[config.mk]
export PLATFORM = sky130hd
export DESIGN_NAME = uart_dbg_cmd_ctrl_flat
export DESIGN_NICKNAME = d
export VERILOG_FILES = /design/src/rtl/uart_dbg_pkg.sv /design/src/rtl/uart_dbg_cmd_ctrl_if.sv /design/src/rtl/uart_dbg_tx_seq.sv /design/src/rtl/uart_dbg_cmd_ctrl.sv /design/src/flat_wrapper.sv
export SDC_FILE = /design/constraint.sdc
export NUM_CORES = 1
export LEC_CHECK = 0
export CORE_MARGIN = 3
export CORE_UTILIZATION = 47
export CTS_CLUSTER_DIAMETER = 80
export DETAILED_ROUTE_END_ITERATION = 8
export GPL_TIMING_DRIVEN = 0
export HOLD_SLACK_MARGIN = 0.03
export PLACE_DENSITY = 0.86
export SYNTH_ARGS = -nofsm -noshare
export SYNTH_HDL_FRONTEND = slang
export SYNTH_SLANG_ARGS = --single-unit
[constraint.sdc]
create_clock -name clk -period 2.3 [get_ports clk]
set_input_delay 0.23 -clock clk [delete_from_list [all_inputs] [get_ports clk]]
set_output_delay 0.23 -clock clk [all_outputs]
set_load 0.1 [all_outputs]
[src/rtl/uart_dbg_pkg.sv]
// ---------------------------------------------------------------------------
// uart_dbg_pkg
// Shared definitions for the UART debug command sequencer:
//   - command opcodes carried in bits [31:24] of the first command word
//   - status words returned to the host after every command
//   - the sequencer state encoding
// ---------------------------------------------------------------------------
package uart_dbg_pkg;

    localparam logic [7:0]  OP_PING        = 8'h00;
    localparam logic [7:0]  OP_READ        = 8'h01;
    localparam logic [7:0]  OP_WRITE       = 8'h02;

    localparam logic [31:0] ST_OK          = 32'h0000_0000;
    localparam logic [31:0] ST_BAD_OPCODE  = 32'h0000_0001;
    localparam logic [31:0] ST_BUS_TIMEOUT = 32'h0000_0002;

    typedef enum logic [2:0] {
        S_IDLE,
        S_GET_ADDR,
        S_GET_DATA,
        S_BUS,
        S_SEND_STATUS,
        S_WAIT_STATUS,
        S_SEND_DATA,
        S_WAIT_DATA
    } state_t;

endpackage

[src/rtl/uart_dbg_cmd_ctrl_if.sv]
// ---------------------------------------------------------------------------
// uart_dbg_cmd_ctrl_if
// Bundles the UART word receiver/transmitter handshake and the debug bus
// master port of the command sequencer.
//   rx_ready/rx_word            : received word, one-cycle valid pulse
//   tx_start/tx_word/tx_busy    : word transmit launch and busy feedback
//   mem_rd/mem_wr/mem_addr/
//   mem_wdata/mem_rdata/mem_ack : debug bus request and completion
//   busy                        : sequencer is not idle
// slave  : the sequencer side
// master : the environment side (UART + bus arbiter)
// ---------------------------------------------------------------------------
interface uart_dbg_cmd_ctrl_if;

    logic        rx_ready;
    logic [31:0] rx_word;
    logic        tx_start;
    logic [31:0] tx_word;
    logic        tx_busy;
    logic        mem_rd;
    logic        mem_wr;
    logic [31:0] mem_addr;
    logic [31:0] mem_wdata;
    logic [31:0] mem_rdata;
    logic        mem_ack;
    logic        busy;

    modport slave (
        input  rx_ready, rx_word, tx_busy, mem_rdata, mem_ack,
        output tx_start, tx_word, mem_rd, mem_wr, mem_addr, mem_wdata, busy
    );

    modport master (
        output rx_ready, rx_word, tx_busy, mem_rdata, mem_ack,
        input  tx_start, tx_word, mem_rd, mem_wr, mem_addr, mem_wdata, busy
    );

endinterface

[src/rtl/uart_dbg_tx_seq.sv]
// ---------------------------------------------------------------------------
// uart_dbg_tx_seq
// Start/busy handshake for launching one word on the UART transmitter.
// Ports:
//   clk, rst     : clock, synchronous active-high reset
//   i_send       : owner is in a SEND state and wants to launch i_word
//   i_wait       : owner is in a WAIT state, waiting for the word to finish
//   i_word       : word to launch
//   i_tx_busy    : transmitter busy
//   o_tx_start   : registered one-cycle launch pulse
//   o_tx_word    : registered word, held until the next launch
//   o_fire       : launch happens at this edge (owner moves SEND -> WAIT)
//   o_done       : transmission finished (owner leaves WAIT)
// ---------------------------------------------------------------------------
module uart_dbg_tx_seq (
    input  logic        clk,
    input  logic        rst,
    input  logic        i_send,
    input  logic        i_wait,
    input  logic [31:0] i_word,
    input  logic        i_tx_busy,
    output logic        o_tx_start,
    output logic [31:0] o_tx_word,
    output logic        o_fire,
    output logic        o_done
);

    logic        r_armed;
    logic        r_tx_start;
    logic [31:0] r_tx_word;

    assign o_fire     = i_send & ~i_tx_busy;
    // tx_busy only rises the cycle after tx_start, so the first WAIT cycle
    // sees a stale low; r_armed masks that cycle.
    assign o_done     = i_wait & r_armed & ~i_tx_busy;
    assign o_tx_start = r_tx_start;
    assign o_tx_word  = r_tx_word;

    always_ff @(posedge clk) begin
        if (rst) begin
            r_armed    <= 1'b0;
            r_tx_start <= 1'b0;
            r_tx_word  <= '0;
        end else begin
            r_armed    <= i_wait;
            r_tx_start <= o_fire;
            if (o_fire) begin
                r_tx_word <= i_word;
            end
        end
    end

endmodule

[src/rtl/uart_dbg_cmd_ctrl.sv]
// ---------------------------------------------------------------------------
// uart_dbg_cmd_ctrl
// Command sequencer between the UART word receiver/transmitter and a single
// debug bus master port. Collects a command word (opcode in [31:24]) plus
// address/data operands, issues one bus read or write, and answers with a
// status word followed, for successful reads, by the read data.
// Ports:
//   clk : system clock
//   rst : synchronous, active-high reset (aborts any command silently)
//   bus : uart_dbg_cmd_ctrl_if.slave (UART handshake, bus master, busy)
// Parameters:
//   CLK_RATE         : clock rate in MHz (must be overridden)
//   CMD_TIMEOUT      : ms allowed between words of one command
//   BUS_TIMEOUT_CLKS : clocks allowed waiting for mem_ack
// ---------------------------------------------------------------------------
module uart_dbg_cmd_ctrl
    import uart_dbg_pkg::*;
#(
    parameter int CLK_RATE         = -1,
    parameter int CMD_TIMEOUT      = 200,
    parameter int BUS_TIMEOUT_CLKS = 1024
) (
    input logic                clk,
    input logic                rst,
    uart_dbg_cmd_ctrl_if.slave bus
);

    // Guarded so an un-overridden CLK_RATE still elaborates.
    localparam int WORD_LIMIT = (CLK_RATE > 0) ? CLK_RATE * CMD_TIMEOUT * 1000 : 1;
    localparam int WCNT_W     = $clog2(WORD_LIMIT + 1);
    localparam int BCNT_W     = $clog2(BUS_TIMEOUT_CLKS + 1);

    state_t             r_state;
    logic [7:0]         r_op;
    logic [31:0]        r_status;
    logic [31:0]        r_rdata;
    logic [31:0]        r_mem_addr;
    logic [31:0]        r_mem_wdata;
    logic               r_mem_rd;
    logic               r_mem_wr;
    logic [WCNT_W-1:0]  r_word_cnt;
    logic [BCNT_W-1:0]  r_bus_cnt;

    logic               w_send;
    logic               w_wait;
    logic [31:0]        w_tx_word;
    logic               w_fire;
    logic               w_done;
    logic               w_tx_start;
    logic [31:0]        w_tx_out;

    assign w_send    = (r_state == S_SEND_STATUS) || (r_state == S_SEND_DATA);
    assign w_wait    = (r_state == S_WAIT_STATUS) || (r_state == S_WAIT_DATA);
    assign w_tx_word = (r_state == S_SEND_DATA) ? r_rdata : r_status;

    uart_dbg_tx_seq u_tx_seq (
        .clk        (clk),
        .rst        (rst),
        .i_send     (w_send),
        .i_wait     (w_wait),
        .i_word     (w_tx_word),
        .i_tx_busy  (bus.tx_busy),
        .o_tx_start (w_tx_start),
        .o_tx_word  (w_tx_out),
        .o_fire     (w_fire),
        .o_done     (w_done)
    );

    assign bus.tx_start  = w_tx_start;
    assign bus.tx_word   = w_tx_out;
    assign bus.mem_rd    = r_mem_rd;
    assign bus.mem_wr    = r_mem_wr;
    assign bus.mem_addr  = r_mem_addr;
    assign bus.mem_wdata = r_mem_wdata;
    assign bus.busy      = (r_state != S_IDLE);

    always_ff @(posedge clk) begin
        if (rst) begin
            r_state     <= S_IDLE;
            r_op        <= '0;
            r_status    <= '0;
            r_rdata     <= '0;
            r_mem_addr  <= '0;
            r_mem_wdata <= '0;
            r_mem_rd    <= 1'b0;
            r_mem_wr    <= 1'b0;
            r_word_cnt  <= '0;
            r_bus_cnt   <= '0;
        end else begin
            case (r_state)
                S_IDLE: begin
                    if (bus.rx_ready) begin
                        r_op       <= bus.rx_word[31:24];
                        r_word_cnt <= '0;
                        case (bus.rx_word[31:24])
                            OP_PING: begin
                                r_status <= ST_OK;
                                r_state  <= S_SEND_STATUS;
                            end
                            OP_READ, OP_WRITE: r_state <= S_GET_ADDR;
                            default: begin
                                r_status <= ST_BAD_OPCODE;
                                r_state  <= S_SEND_STATUS;
                            end
                        endcase
                    end
                end
                S_GET_ADDR: begin
                    if (bus.rx_ready) begin
                        r_mem_addr <= bus.rx_word;
                        r_word_cnt <= '0;
                        r_bus_cnt  <= '0;
                        r_state    <= (r_op == OP_WRITE) ? S_GET_DATA : S_BUS;
                    end else if (r_word_cnt == WCNT_W'(WORD_LIMIT)) begin
                        r_state <= S_IDLE;
                    end else begin
                        r_word_cnt <= r_word_cnt + WCNT_W'(1);
                    end
                end
                S_GET_DATA: begin
                    if (bus.rx_ready) begin
                        r_mem_wdata <= bus.rx_word;
                        r_bus_cnt   <= '0;
                        r_state     <= S_BUS;
                    end else if (r_word_cnt == WCNT_W'(WORD_LIMIT)) begin
                        r_state <= S_IDLE;
                    end else begin
                        r_word_cnt <= r_word_cnt + WCNT_W'(1);
                    end
                end
                S_BUS: begin
                    // Ack is checked first so it wins over a coinciding timeout;
                    // an ack before the request is raised is not ours.
                    if (bus.mem_ack && (r_mem_rd || r_mem_wr)) begin
                        if (r_mem_rd) begin
                            r_rdata <= bus.mem_rdata;
                        end
                        r_status <= ST_OK;
                        r_mem_rd <= 1'b0;
                        r_mem_wr <= 1'b0;
                        r_state  <= S_SEND_STATUS;
                    end else if (r_bus_cnt == BCNT_W'(BUS_TIMEOUT_CLKS)) begin
                        r_status <= ST_BUS_TIMEOUT;
                        r_mem_rd <= 1'b0;
                        r_mem_wr <= 1'b0;
                        r_state  <= S_SEND_STATUS;
                    end else begin
                        r_mem_rd  <= (r_op == OP_READ);
                        r_mem_wr  <= (r_op == OP_WRITE);
                        r_bus_cnt <= r_bus_cnt + BCNT_W'(1);
                    end
                end
                S_SEND_STATUS: begin
                    if (w_fire) begin
                        r_state <= S_WAIT_STATUS;
                    end
                end
                S_WAIT_STATUS: begin
                    if (w_done) begin
                        r_state <= ((r_op == OP_READ) && (r_status == ST_OK)) ? S_SEND_DATA : S_IDLE;
                    end
                end
                S_SEND_DATA: begin
                    if (w_fire) begin
                        r_state <= S_WAIT_DATA;
                    end
                end
                S_WAIT_DATA: begin
                    if (w_done) begin
                        r_state <= S_IDLE;
                    end
                end
                default: r_state <= S_IDLE;
            endcase
        end
    end

endmodule

[src/flat_wrapper.sv]
// flat-port wrapper written by rule: the top's interface ports become plain ports
module uart_dbg_cmd_ctrl_flat import uart_dbg_pkg::*;
#(
    parameter int CLK_RATE         = -1,
    parameter int CMD_TIMEOUT      = 200,
    parameter int BUS_TIMEOUT_CLKS = 1024
)
  (clk, rst, bus_rx_ready, bus_rx_word, bus_tx_busy, bus_mem_rdata, bus_mem_ack, bus_tx_start, bus_tx_word, bus_mem_rd, bus_mem_wr, bus_mem_addr, bus_mem_wdata, bus_busy);
  uart_dbg_cmd_ctrl_if bus_i ();
  input logic clk;
  input logic rst;
  input wire logic [$bits(bus_i.rx_ready)-1:0] bus_rx_ready;
  input wire logic [$bits(bus_i.rx_word)-1:0] bus_rx_word;
  input wire logic [$bits(bus_i.tx_busy)-1:0] bus_tx_busy;
  input wire logic [$bits(bus_i.mem_rdata)-1:0] bus_mem_rdata;
  input wire logic [$bits(bus_i.mem_ack)-1:0] bus_mem_ack;
  output wire logic [$bits(bus_i.tx_start)-1:0] bus_tx_start;
  output wire logic [$bits(bus_i.tx_word)-1:0] bus_tx_word;
  output wire logic [$bits(bus_i.mem_rd)-1:0] bus_mem_rd;
  output wire logic [$bits(bus_i.mem_wr)-1:0] bus_mem_wr;
  output wire logic [$bits(bus_i.mem_addr)-1:0] bus_mem_addr;
  output wire logic [$bits(bus_i.mem_wdata)-1:0] bus_mem_wdata;
  output wire logic [$bits(bus_i.busy)-1:0] bus_busy;
  assign bus_i.rx_ready = bus_rx_ready;
  assign bus_i.rx_word = bus_rx_word;
  assign bus_i.tx_busy = bus_tx_busy;
  assign bus_i.mem_rdata = bus_mem_rdata;
  assign bus_i.mem_ack = bus_mem_ack;
  assign bus_tx_start = bus_i.tx_start;
  assign bus_tx_word = bus_i.tx_word;
  assign bus_mem_rd = bus_i.mem_rd;
  assign bus_mem_wr = bus_i.mem_wr;
  assign bus_mem_addr = bus_i.mem_addr;
  assign bus_mem_wdata = bus_i.mem_wdata;
  assign bus_busy = bus_i.busy;
  uart_dbg_cmd_ctrl #(.CLK_RATE(CLK_RATE), .CMD_TIMEOUT(CMD_TIMEOUT), .BUS_TIMEOUT_CLKS(BUS_TIMEOUT_CLKS)) u_core (.clk(clk), .rst(rst), .bus(bus_i));
endmodule
==> results.toml <==
[worst_hold_path]
holdCritPathClass = "in2reg"

[timing]
skew_ns = 0.00766
finalCriticalPeriod_ns = 2.20
grt_setup_unrepaired = "yes"
fmax_mhz = 454
final_hold_viol_count = 0
tightestPinTransition_ns = 1.02
pins_over_slew_limit = 0
timing.final.setup_violations = 0
max-slew-margin-rel_pct = 31.8
post-route-period-util_pct = 95.8
layout_setup_ws_ns = 0.0964

[clock_tree]
htreeDepth = 4
clock_tree.root_cell = "sky130_fd_sc_hd__clkbuf_16"
cts_made_buffers = 17
clk_transition_reported_paths_ns = 0.05
post_cts.repair.setup_buffers = 0
clock_tree_from_tritoncts = "done"
cts_num_sinks = 157
cts-root-to-sink-buffers = 2
cts_hold_repair.buffers = 0
clock_latency_on_the_worst_skew_pair_ns = 0.42

[global_route]
grt-ovfl-total = 0
globalRouteTotalUtil_pct = 24.7
grt_start_max_net_pins = 17
vias_in_the_first_global_route = 5524
grt_first_pass_wirelength_mm = 26.4
grt_antenna_before_repair = 0

[die]
die-width_um = 117
fp.dieArea_sq_um = 13700
effective_utilization_at_floorplan_pct = 49.4
fp.dieH_um = 117
fp.coreArea_sq_um = 11800
row_count = 39
io_pins = 169

[route]
detailedRoute.firstIterationViolations = 338
drt_wl_total_mm = 16.6
drt-vias-per-instance = 5.20
drcViolationCount = 0
vias = 5656
detail_route.wl_per_cell_um = 15.3
antenna_violating_nets_post_route = 0
first_pass_iters = 5

[power_and_ir_drop]
power_per_cell_area_nw_per_um2 = 1000
power.leakage_nw = 2.81
report.power.total_mw = 8.29
vdd_drop_max_mv = 0.730

[logic_synthesis]
number_of_enable_type_register_cells_in_the_synthesized_netlist = 0
postSynth.asyncResetShare_pct = 0
warnings_synthesis = 0
netlist.top_cell.by_area = "sky130_fd_sc_hd__dfxtp_1"
post_synth_num_cell_types = 37
avgSynthCellArea_sq_um = 8.02
syn_inst = 725
ys_top_cells_by_area = "sky130_fd_sc_hd__dfxtp_1 54%, sky130_fd_sc_hd__nand2_1 14%, sky130_fd_sc_hd__a21oi_1 9.7%, sky130_fd_sc_hd__a22oi_1 4.0%, sky130_fd_sc_hd__nor2_1 3.8%"
synth_largest_type_area_fraction_pct = 54.1
synth_ff_type = "sky130_fd_sc_hd__dfxtp_1"
flops_latches_synth = 157
synth_area_sq_um = 5810
seq_area_frac_synth_pct = 54.1
synthesis.nets = 796

[setup_path]
slowest_stage = "sky130_fd_sc_hd__clkdlybuf4s50_1"
worstPathArrival_ns = 1.97
worstSetupEndpointType = "output port"
required_ns = 2.07
path_delay_family = "buffers and inverters"
path_max_fanout = 5
crit_buf_inv = 1
worst_setup_path_start_kind = "flip-flop"
critical_path.cell_chain = "clkdlybuf4s50_1"
timing_worst_setup_path_type = "reg2out"
timing.critical_path.slowest_cell_delay_ns = 1.17

[cells_and_area]
number_of_diodes_added_for_antenna_fixing = 0
final.fill_count = 926
post_route_cells_drive_above_1_share_pct = 4.01
layout_commonest_cell = "sky130_fd_sc_hd__nand2_1"
design.final.nets = 981
multi_input_area_sq_um = 2460
area.sequential_sq_um = 3140
most-common-layout-cells = "223 x sky130_fd_sc_hd__nand2_1, 165 x sky130_fd_sc_hd__clkdlybuf4s50_1, 157 x sky130_fd_sc_hd__dfxtp_1"
syn2layout_area_growth_pct = 42.6

[place]
place_congestion = 0.842
hpwl_mm = 11.8
placement.io_buffers = 166
place_ws_ns = -0.201

[flow_run]
cap_violations = 0

[run_status]
outcome = "completed"
area by class of cell:
type	count	area share, %
clock buffers	28	6.35
repair buffers	166	20.1
well taps	164	2.47
multi-input cells	512	29.7
plain buffers	53	2.46
inverters	3	0.136
flip-flops and latches	157	37.9
clock inverters	4	0.905
metal layers:
metal  up-vias  share of wire, %  global-route usage [%]
met5         -                 0                       0
met4         0               2.1                    8.94
met3        28               8.5                    10.5
met2       195                49                    40.9
met1      2630                40                    28.6
li1       2803                 -                       -
synthesized netlist by cell type (3+ instances only):
cell and count:
sky130_fd_sc_hd__a22oi_1 31, sky130_fd_sc_hd__nand4_1 6, sky130_fd_sc_hd__nor2_1 59, sky130_fd_sc_hd__inv_1 3
sky130_fd_sc_hd__nand2_1 223, sky130_fd_sc_hd__nand3_1 8, sky130_fd_sc_hd__nor3_1 3, sky130_fd_sc_hd__nor2b_1 10
sky130_fd_sc_hd__xor2_1 6, sky130_fd_sc_hd__o41ai_1 3, sky130_fd_sc_hd__o21ai_0 8, sky130_fd_sc_hd__a311oi_1 3
sky130_fd_sc_hd__and2_1 6, sky130_fd_sc_hd__and3_1 4, sky130_fd_sc_hd__clkbuf_1 52, sky130_fd_sc_hd__dfxtp_1 157
sky130_fd_sc_hd__or3_1 3, sky130_fd_sc_hd__a21oi_1 113
metrics by stage:
stage,setup TNS (ns),hold slack [ns],cells,instance area [sq um],utilization (%)
2_1_floorplan,0,0.366,725,5810,-
3_3_place_gp,-0.252,0.440,1055,7680,65.3
3_5_place_dp,-0.338,0.446,1055,7680,65.3
4_1_cts,0,0.244,1087,8290,70.5
5_1_grt,-0.149,0.323,1087,8290,70.5
6_report,0,0.264,1087,8290,70.5
worst reg2reg max path: stages (launching register included):
cell and delay [ns]:
sky130_fd_sc_hd__dfxtp_1 0.37, sky130_fd_sc_hd__clkbuf_1 0.35, sky130_fd_sc_hd__nor2b_1 0.29, sky130_fd_sc_hd__and2_1 0.16
sky130_fd_sc_hd__clkbuf_1 0.19, sky130_fd_sc_hd__clkbuf_1 0.41, sky130_fd_sc_hd__nand2_1 0.11, sky130_fd_sc_hd__a21oi_1 0.16
worst paths after layout:
kind	depth (start not counted)	to	from	slack [ns]
min	4	u_core.r_status[1]$_SDFFE_PP0P_	rst	0.26
min reg2reg	2	u_core.bus.mem_addr[10]$_SDFFE_PP0P_	u_core.bus.mem_addr[10]$_SDFFE_PP0P_	0.45
max	1	bus_mem_rd	u_core.bus.mem_rd$_SDFFE_PP0P_	0.1
max reg2reg	7	u_core.bus.mem_addr[30]$_SDFFE_PP0P_	u_core.r_state[0]$_SDFFE_PP0P_	0.19
state kept, by name, summed over array words and instances, names as in the netlist:
register and cells:
u_core.r_status 2, u_core.r_rdata 32, u_core.r_bus_cnt 11, u_core.r_state 3, u_core.u_tx_seq.r_armed 1, u_core.u_tx_seq.o_tx_word 32
u_core.bus.mem_rd 1, u_core.bus.mem_wdata 32, u_core.r_op 8, u_core.bus.mem_addr 32, u_core.u_tx_seq.o_tx_start 1, u_core.r_word_cnt 1
u_core.bus.mem_wr 1
power breakdown:
group	switching, mW	total [mW]	internal [mW]
clock network	1.05	2.82	1.77
registers	0.102	3.01	2.91
logic	1.81	2.46	0.648
total	2.96	8.29	5.33
timing repair:
action                     CTS  global route
hold endpoints to repair     0             0
resized for setup            4             6
cloned                       0             0
setup endpoints to repair    1            20
kinds of logic after synthesis:
kind of cell	share of synthesized area, %
flops	54.1
buf+inv	3.64
fa+ha+maj	0.430
compound gates	16.7
xor+xnor	1.21
simple gates	24.0
Power figures use the tool's default switching activity.
